### src/rtl/xv_pkg.sv
// Shared types and constants for the VRAM arbiter: grant encoding, VRAM
// command bundle, read latency and the fixed-priority / round-robin pick.
package xv;

  typedef enum logic [1:0] {
    GNT_NONE = 2'd0,
    GNT_VID  = 2'd1,
    GNT_CPU  = 2'd2,
    GNT_DRAW = 2'd3
  } arb_grant_t;

  // Cycles from grant to read data appearing on vram_data_i.
  localparam int VRAM_RD_LAT = 2;

  typedef struct packed {
    logic        sel;
    logic        wr;
    logic [3:0]  mask;
    logic [15:0] addr;
    logic [15:0] data;
  } vram_cmd_t;

  // Video always wins; otherwise a lone requester wins; a tie between CPU and
  // draw goes to whichever the round-robin pointer currently favours.
  function automatic arb_grant_t pick_grant(input logic vid,
                                            input logic cpu,
                                            input logic draw,
                                            input logic favour_cpu);
    arb_grant_t g;
    g = GNT_NONE;
    if (vid)              g = GNT_VID;
    else if (cpu && draw) g = favour_cpu ? GNT_CPU : GNT_DRAW;
    else if (cpu)         g = GNT_CPU;
    else if (draw)        g = GNT_DRAW;
    return g;
  endfunction

endpackage

### src/rtl/draw_vram_arb.sv
// Three-way VRAM arbiter: video scanout has absolute priority, CPU and draw
// engine share the remaining slots round-robin. Grant is registered onto vram_*.
module draw_vram_arb
  import xv::*;
#(
  parameter bit CPU_FIRST = 1'b1
) (
  input  logic        clk,
  input  logic        reset_n_i,

  input  logic        vid_sel_i,
  input  logic [15:0] vid_addr_i,

  input  logic        cpu_req_i,
  input  logic        cpu_wr_i,
  input  logic [3:0]  cpu_mask_i,
  input  logic [15:0] cpu_addr_i,
  input  logic [15:0] cpu_data_i,
  output logic        cpu_ack_o,
  output logic [15:0] cpu_rd_data_o,
  output logic        cpu_rd_valid_o,

  input  logic        draw_vram_sel_i,
  input  logic        draw_wr_i,
  input  logic [3:0]  draw_mask_i,
  input  logic [15:0] draw_addr_i,
  input  logic [15:0] draw_data_i,
  output logic        draw_oe_o,

  output logic        vram_sel_o,
  output logic        vram_wr_o,
  output logic [3:0]  vram_mask_o,
  output logic [15:0] vram_addr_o,
  output logic [15:0] vram_data_o,
  input  logic [15:0] vram_data_i
);

  arb_grant_t             grant;
  logic                   cpu_live;
  logic                   favour_cpu;
  logic                   rd_issue;
  vram_cmd_t              cmd_d;
  vram_cmd_t              cmd_q;
  logic [VRAM_RD_LAT-1:0] rd_pipe;

  // A held CPU request must not be granted again in the cycle it is acked.
  assign cpu_live = cpu_req_i & ~cpu_ack_o;
  assign grant    = pick_grant(vid_sel_i, cpu_live, draw_vram_sel_i, favour_cpu);
  assign rd_issue = (grant == GNT_CPU) & ~cpu_wr_i;

  // The draw pipeline may advance when it is served or has nothing to offer.
  assign draw_oe_o = reset_n_i & ((grant == GNT_DRAW) | ~draw_vram_sel_i);

  // NOTE: every field gets a default before the case so no path leaves a
  // variable unassigned, which would otherwise infer a latch.
  always_comb begin
    cmd_d     = cmd_q;
    cmd_d.sel = 1'b0;
    case (grant)
      GNT_VID: begin
        cmd_d.sel  = 1'b1;
        cmd_d.wr   = 1'b0;
        cmd_d.mask = 4'b1111;
        cmd_d.addr = vid_addr_i;
      end
      GNT_CPU: begin
        cmd_d.sel  = 1'b1;
        cmd_d.wr   = cpu_wr_i;
        cmd_d.mask = cpu_mask_i;
        cmd_d.addr = cpu_addr_i;
        cmd_d.data = cpu_data_i;
      end
      GNT_DRAW: begin
        cmd_d.sel  = 1'b1;
        cmd_d.wr   = draw_wr_i;
        cmd_d.mask = draw_mask_i;
        cmd_d.addr = draw_addr_i;
        cmd_d.data = draw_data_i;
      end
      default: ;
    endcase
  end

  // NOTE: state is updated with non-blocking assignments so every flop samples
  // the pre-edge values regardless of statement order.
  always_ff @(posedge clk or negedge reset_n_i) begin
    if (!reset_n_i) begin
      cmd_q      <= '0;
      cpu_ack_o  <= 1'b0;
      favour_cpu <= CPU_FIRST;
    end else begin
      cmd_q     <= cmd_d;
      cpu_ack_o <= (grant == GNT_CPU);
      if (grant == GNT_CPU)       favour_cpu <= 1'b0;
      else if (grant == GNT_DRAW) favour_cpu <= 1'b1;
    end
  end

  assign vram_sel_o  = cmd_q.sel;
  assign vram_wr_o   = cmd_q.wr;
  assign vram_mask_o = cmd_q.mask;
  assign vram_addr_o = cmd_q.addr;
  assign vram_data_o = cmd_q.data;

  // Read-return tracker: one bit per in-flight CPU read, shifted each cycle;
  // the last stage marks the cycle in which vram_data_i carries the data.
  always_ff @(posedge clk or negedge reset_n_i) begin
    if (!reset_n_i) begin
      rd_pipe        <= '0;
      cpu_rd_valid_o <= 1'b0;
      cpu_rd_data_o  <= '0;
    end else begin
      rd_pipe        <= {rd_pipe[VRAM_RD_LAT-2:0], rd_issue};
      cpu_rd_valid_o <= rd_pipe[VRAM_RD_LAT-1];
      if (rd_pipe[VRAM_RD_LAT-1]) cpu_rd_data_o <= vram_data_i;
    end
  end

endmodule

### config.mk
export PLATFORM = sky130hd
export DESIGN_NAME = draw_vram_arb
export DESIGN_NICKNAME = d
export VERILOG_FILES = /design/src/rtl/xv_pkg.sv /design/src/rtl/draw_vram_arb.sv
export SDC_FILE = /design/constraint.sdc
export NUM_CORES = 1
export LEC_CHECK = 0
export ABC_AREA = 1
export ABC_CLOCK_PERIOD_IN_PS = 1500
export CAP_MARGIN = 20
export CORE_ASPECT_RATIO = 1.1
export CORE_UTILIZATION = 38
export DETAILED_ROUTE_END_ITERATION = 10
export GPL_TIMING_DRIVEN = 1
export PLACE_DENSITY_LB_ADDON = 0.08
export SLEW_MARGIN = 15
export SYNTH_ARGS = -nofsm -noshare
export SYNTH_HDL_FRONTEND = slang
export SYNTH_SLANG_ARGS = --single-unit
### constraint.sdc
create_clock -name clk -period 1.5 [get_ports clk]
set_input_delay 0.15 -clock clk [delete_from_list [all_inputs] [get_ports clk]]
set_output_delay 0.15 -clock clk [all_outputs]
set_load 0.05 [all_outputs]
==> metrics.cfg, run 1 <==
[final_layout]
fillers=616
final_common_cell=nand2_1
multi_input_area_um2=1160
final_cell_mix=nand2_1, clkdlybuf4s50_1, buf_4
fin_area_um2=4770
regArea_um2=1480
fin_cells=593
area_growth_pct=70.1
drive_above_1_share_pct=25.6
nets=614
diodes=0

[logic_synthesis]
yosys-top-cells-area=dfrtp_1, nand2_1, nand4_1
synthesis.area_um2=2810
synth.avg_cell_area_um2=8.71
syn_inst=322
synth_top_area_cell=dfrtp_1
synth_seq_cells=59
synth_top_cell_area_share_pct=51.7
yosysSeqAreaShare_pct=52.7
synth_cell_types=17
yosysWarningCount=0
syn_nets=433

[route]
route.detailed.drc=26
vias_per_cell=4.93
drt-total-wl_mm=8.68
first_pass_iters=7
drt-wirelength-per-cell_um=14.6
ant_nets=0
drtIter0Drc=197
num_vias=2925

[setup_path]
path_cells=nand3_4, nand2_4, inv_4, nand2_4, a21boi_4, buf_12
critical_path_class=reg -> out
max_stage_delay_ns=0.55
required_ns=1.35
crit_path_frequent_cell=nand2_4
endpoint_kind=output pin
cp-start-kind=flip-flop
crit_path_top_delay_cell=dfstp_2
crit_fanout=2
crit_arrival_ns=1.38

[timing]
hold_viol_final=30
drv_slew=0
max_freq_mhz=654
max-slew-margin-rel_pct=49.6
whs_ns=-0.0183
finalSetupTns_ns=-0.0284
rsz0062_at_grt=true
min_period_ns=1.53
fin_crit_sh_pct=102
setup_ws_ns=-0.0284
worstMarginPinSlew_ns=0.756
finalClockSkew_ns=0.0157
setup_viol=1

[floorplan]
ios=168
die_x_um=83.9
die-area_um2=7730
placeableCoreArea_um2=7090
die_h_um=92.1
initial_core_util_pct=39.6
row_count=32

[placed_design]
dp_hpwl_mm=6.27
port-buffer-count=167
routabilityCongestion=0.840
place_ws_ns=-0.103
dpl_cell_area_um2=4510
dp.cells=571

[clock_tree]
cts_root_buf=clkbuf_8
clock_sinks=59
clock_path_buffers=2
insertion_delay_ns=0.34
clk_pin_slew_ns=0.07
htreeDepth=3
cts_inserted_buffers=9
cts_tree=done
hold_buffers=0

[run]
maxCapViolCount=0

[global_route]
grt_pass1_wl_mm=14.2
grt_usage_pct=23.6
grt_pass1_vias=2836
antenna_found_initial=1
gr-total-overflow=0
grt_max_degree=60

[pwr]
powerDensity_nw_per_um2=1180
p_leak_nw=2.28
peakVddDrop_mv=0.745

[outcome]
violations=DRC, hold timing, setup timing
status=complete, but fails checks

[worst_hold_path]
worst_hold_path_type=in -> async

## sequential cells by signal (all words and copies together), names as in the netlist
signal,cells
favour_cpu,1
vram_sel_o,1
vram_wr_o,1
vram_mask_o,4
cpu_rd_valid_o,1
cpu_rd_data_o,16
vram_data_o,16
cpu_ack_o,1
rd_pipe,2
vram_addr_o,16
## metal layers
metal / part of all wire [%] / GRT usage (%) / vias to the layer above
met2: 49 / 39.6 / 111
li1: - / - / 1431
met3: 8.0 / 6.39 / 14
met1: 42 / 29.5 / 1367
met5: 0.15 / 0 / -
met4: 1.2 / 7.61 / 2
## through the flow
stage	total power, mW	util (%)
2_1_floorplan	3.31	-
3_3_place_gp	4.18	63.6
3_5_place_dp	4.20	63.6
4_1_cts	5.69	67.2
5_1_grt	5.91	67.3
6_report	5.64	67.3
## critical path, delay by kind of cell, from the launching register on
kind,cells,cell delay (ns)
flops,1,0.55
simple gates,3,0.25
buf+inv,2,0.20
compound gates,1,0.06
## power by group
part           internal (mW)  switching, mW  total (mW)
registers               1.85          0.134        1.98
logic                  0.830           1.38        2.21
clock network          0.773          0.678        1.45
## cells by family after synthesis
group / share of synthesized area, %
mux: 6.42
compound gates: 0.848
simple gates: 33.1
buf+inv: 7.00
flops: 52.7
## cell usage after synthesis
library cell  number
dfrtp_1           58
inv_2              3
clkbuf_1           5
nand2_2            5
a21oi_4            1
nand3_4            1
buf_4              4
a21boi_0           1
nor2_2             1
nand4_1           46
nor2_1             1
inv_1             19
dfstp_2            1
nand2_1          124
buf_2             13
mux2_2            16
nand3_1           23
## worst paths after layout
kind | cells after the start | to | slack (ns) | startpoint
setup / recovery | 6 | draw_oe_o | -0.03 | favour_cpu
hold reg to reg | 0 | rd_pipe[1] | 0.36 | rd_pipe[0]
max in group asynchronous | 2 | cpu_ack_o | 1.00 | reset_n_i
min in group clk | 3 | vram_data_o[9] | 0.34 | cpu_data_i[9]
setup reg to reg | 7 | vram_addr_o[13] | 0.10 | cpu_ack_o
hold / removal | 2 | vram_mask_o[3] | -0.02 | reset_n_i
## cell type report
class / count / share of cell area, %
clock buffers: 9 / 2.60
clock inverters: 7 / 1.65
inverters: 22 / 1.78
multi-input cells: 219 / 24.3
flip-flops and latches: 59 / 31.0
well taps: 85 / 2.23
repair buffers: 192 / 36.5
## what timing repair did
| item | 4_1_cts | 5_1_grt |
|---|---|---|
| endpoints found under the setup margin | 1 | 4 |
| gates resized for setup | 2 | 2 |
| pin swaps | 3 | 0 |
| setup buffers | 6 | 0 |
(Power assumes the default switching activity.)
==> run 2, diff against run 1 <==
--- a/config.mk
+++ b/config.mk
@@ -8,8 +8,10 @@
 export ABC_AREA = 1
 export ABC_CLOCK_PERIOD_IN_PS = 1500
 export CAP_MARGIN = 20
+export CELL_PAD_IN_SITES_DETAIL_PLACEMENT = 0
+export CELL_PAD_IN_SITES_GLOBAL_PLACEMENT = 1
 export CORE_ASPECT_RATIO = 1.1
-export CORE_UTILIZATION = 38
+export CORE_UTILIZATION = 26
 export DETAILED_ROUTE_END_ITERATION = 10
 export GPL_TIMING_DRIVEN = 1
 export PLACE_DENSITY_LB_ADDON = 0.08
==> run 2 against run 1 <==
Effect of this change:
- the run now ends clean
- final area up 3.8%
- clock skew fell by 0.0034 ns
- wire length rose by 11%
- combinational power is essentially flat
- critical endpoint unchanged
==> metrics.cfg, run 2 (synthesis gave the netlist of run 1 again) <==
[pwr]
p_leak_nw=2.33
powerDensity_nw_per_um2=1250
peakVddDrop_mv=0.737

[global_route]
grt_max_degree=60
grt_pass1_vias=2951
grt_pass1_wl_mm=15.2
antenna_found_initial=0
gr-total-overflow=0
grt_usage_pct=17.8

[route]
drt-wirelength-per-cell_um=14.8
route.detailed.drc=0
drt-total-wl_mm=9.62
ant_nets=0
drtIter0Drc=87
first_pass_iters=4
vias_per_cell=4.42
num_vias=2876

[timing]
drv_slew=0
max_freq_mhz=669
min_period_ns=1.50
worstMarginPinSlew_ns=0.335
finalClockSkew_ns=0.0124
rsz0062_at_grt=true
hold_viol_final=0
finalSetupTns_ns=0
max-slew-margin-rel_pct=77.7
setup_viol=0
fin_crit_sh_pct=99.7

[setup_path]
crit_path_top_delay_cell=dfstp_2
endpoint_kind=output pin
critical-path-top-delay-family=flip-flops
path_cells=nand3_4, nand2_4, inv_4, nand2_4, a21boi_4, buf_12
crit_buf_inv=2
required_ns=1.35
cp.depth=6
crit_arrival_ns=1.35
crit_fanout=2
max_stage_delay_ns=0.55
cp-start-kind=flip-flop
crit_path_frequent_cell=nand2_4
critical_path_class=reg -> out
r2r_cells=6

[placed_design]
dp_hpwl_mm=6.71
dp.cells=628
dpl_cell_area_um2=4610
port-buffer-count=167
routabilityCongestion=0.729

[final_layout]
area_growth_pct=76.6
nets=613
fillers=1106
multi_input_area_um2=1150
fin_area_um2=4950
drive_above_1_share_pct=25.2
diodes=0
fin_cells=650
final_cell_mix=nand2_1, clkdlybuf4s50_1, buf_4
final_common_cell=nand2_1
regArea_um2=1480

[clock_tree]
clock_sinks=59
insertion_delay_ns=0.32
cts_inserted_buffers=9
clk_pin_slew_ns=0.05
clock_path_buffers=2
htreeDepth=3
cts_root_buf=clkbuf_16
cts_tree=done

[floorplan]
row_count=39
initial_core_util_pct=26.9
die_x_um=101
die-area_um2=11200
placeableCoreArea_um2=10400
die_h_um=111
ios=168

[worst_hold_path]
worst_hold_path_type=reg -> reg
worstHoldPathCells=0

[outcome]
status=finished, final reports clean

[run]
maxCapViolCount=0

[run 2: final timing paths]
| check | slack, ns | startpoint | end |
|---|---|---|---|
| min | 0.36 | rd_pipe[0] | rd_pipe[1] |
| max in group asynchronous | 0.71 | reset_n_i | favour_cpu |
| max | 0.004 | favour_cpu | draw_oe_o |
| min in group asynchronous | 0.46 | reset_n_i | vram_addr_o[1] |
| min reg2reg | 0.36 | rd_pipe[0] | rd_pipe[1] |
| max reg2reg | 0.11 | favour_cpu | vram_mask_o[2] |
[run 2: through the flow]
| stage | hold WS [ns] | utilization (%) | setup WS (ns) | power, mW |
|---|---|---|---|---|
| after floorplan | -0.146 | - | -0.0351 | 3.31 |
| after global placement | 0.244 | 44.1 | -0.0228 | 4.22 |
| after detailed placement | 0.248 | 44.1 | -0.0708 | 4.23 |
| after CTS | 0.363 | 47.3 | -0.0124 | 6.26 |
| after global routing | 0.370 | 47.4 | -0.0469 | 6.46 |
| final | 0.362 | 47.4 | 0.00430 | 6.17 |
[run 2: worst reg2reg max path: stages (launching register included)]
cell and delay, ns:
dfstp_2 0.55, nand3_4 0.09, nand2_4 0.08, buf_4 0.13
buf_4 0.26, nand3_1 0.13, nand4_1 0.08
[run 2: area by class of cell]
cell class | count | share of cell area (%)
clock buffer | 10 | 4.82
clock inverter | 6 | 0.960
inverter | 22 | 1.77
multi-input combinational | 219 | 23.3
sequential | 59 | 29.9
tap | 143 | 3.61
timing repair buffer | 191 | 35.7
[run 2: what timing repair did]
item / in CTS / in global routing
endpoints found under the hold margin: 58 / 0
hold buffers: 1 / 0
setup buffers: 4 / 1
gates resized for setup: 2 / 1
setup endpoints to repair: 1 / 2
pin swaps: 3 / 3
[run 2: routing by layer]
layer,wire [um],part of all wire [%],global-route usage (%),vias up
met2,4640,48,29.6,105
li1,-,-,-,1433
met3,608,6.3,4.48,7
met5,0,0,0,-
met1,4270,44,22.8,1331
met4,98,1.0,4.64,0
[run 2: report_power, final]
group / internal (mW) / leakage [nW] / switching [mW]
clock: 1.18 / 0.140 / 0.788
sequential: 1.85 / 0.704 / 0.137
combinational: 0.836 / 1.49 / 1.39
==> run 3, diff against run 2 <==
--- a/config.mk
+++ b/config.mk
@@ -7,13 +7,14 @@
 export LEC_CHECK = 0
 export ABC_AREA = 1
 export ABC_CLOCK_PERIOD_IN_PS = 1500
-export CAP_MARGIN = 20
+export CAP_MARGIN = 0
 export CELL_PAD_IN_SITES_DETAIL_PLACEMENT = 0
 export CELL_PAD_IN_SITES_GLOBAL_PLACEMENT = 1
 export CORE_ASPECT_RATIO = 1.1
 export CORE_UTILIZATION = 26
 export DETAILED_ROUTE_END_ITERATION = 10
 export GPL_TIMING_DRIVEN = 1
+export HOLD_SLACK_MARGIN = 0.15
 export PLACE_DENSITY_LB_ADDON = 0.08
 export SLEW_MARGIN = 15
 export SYNTH_ARGS = -nofsm -noshare
==> results of run 3 <==
Final layout, timing and power as in run 2 (identical DEF).
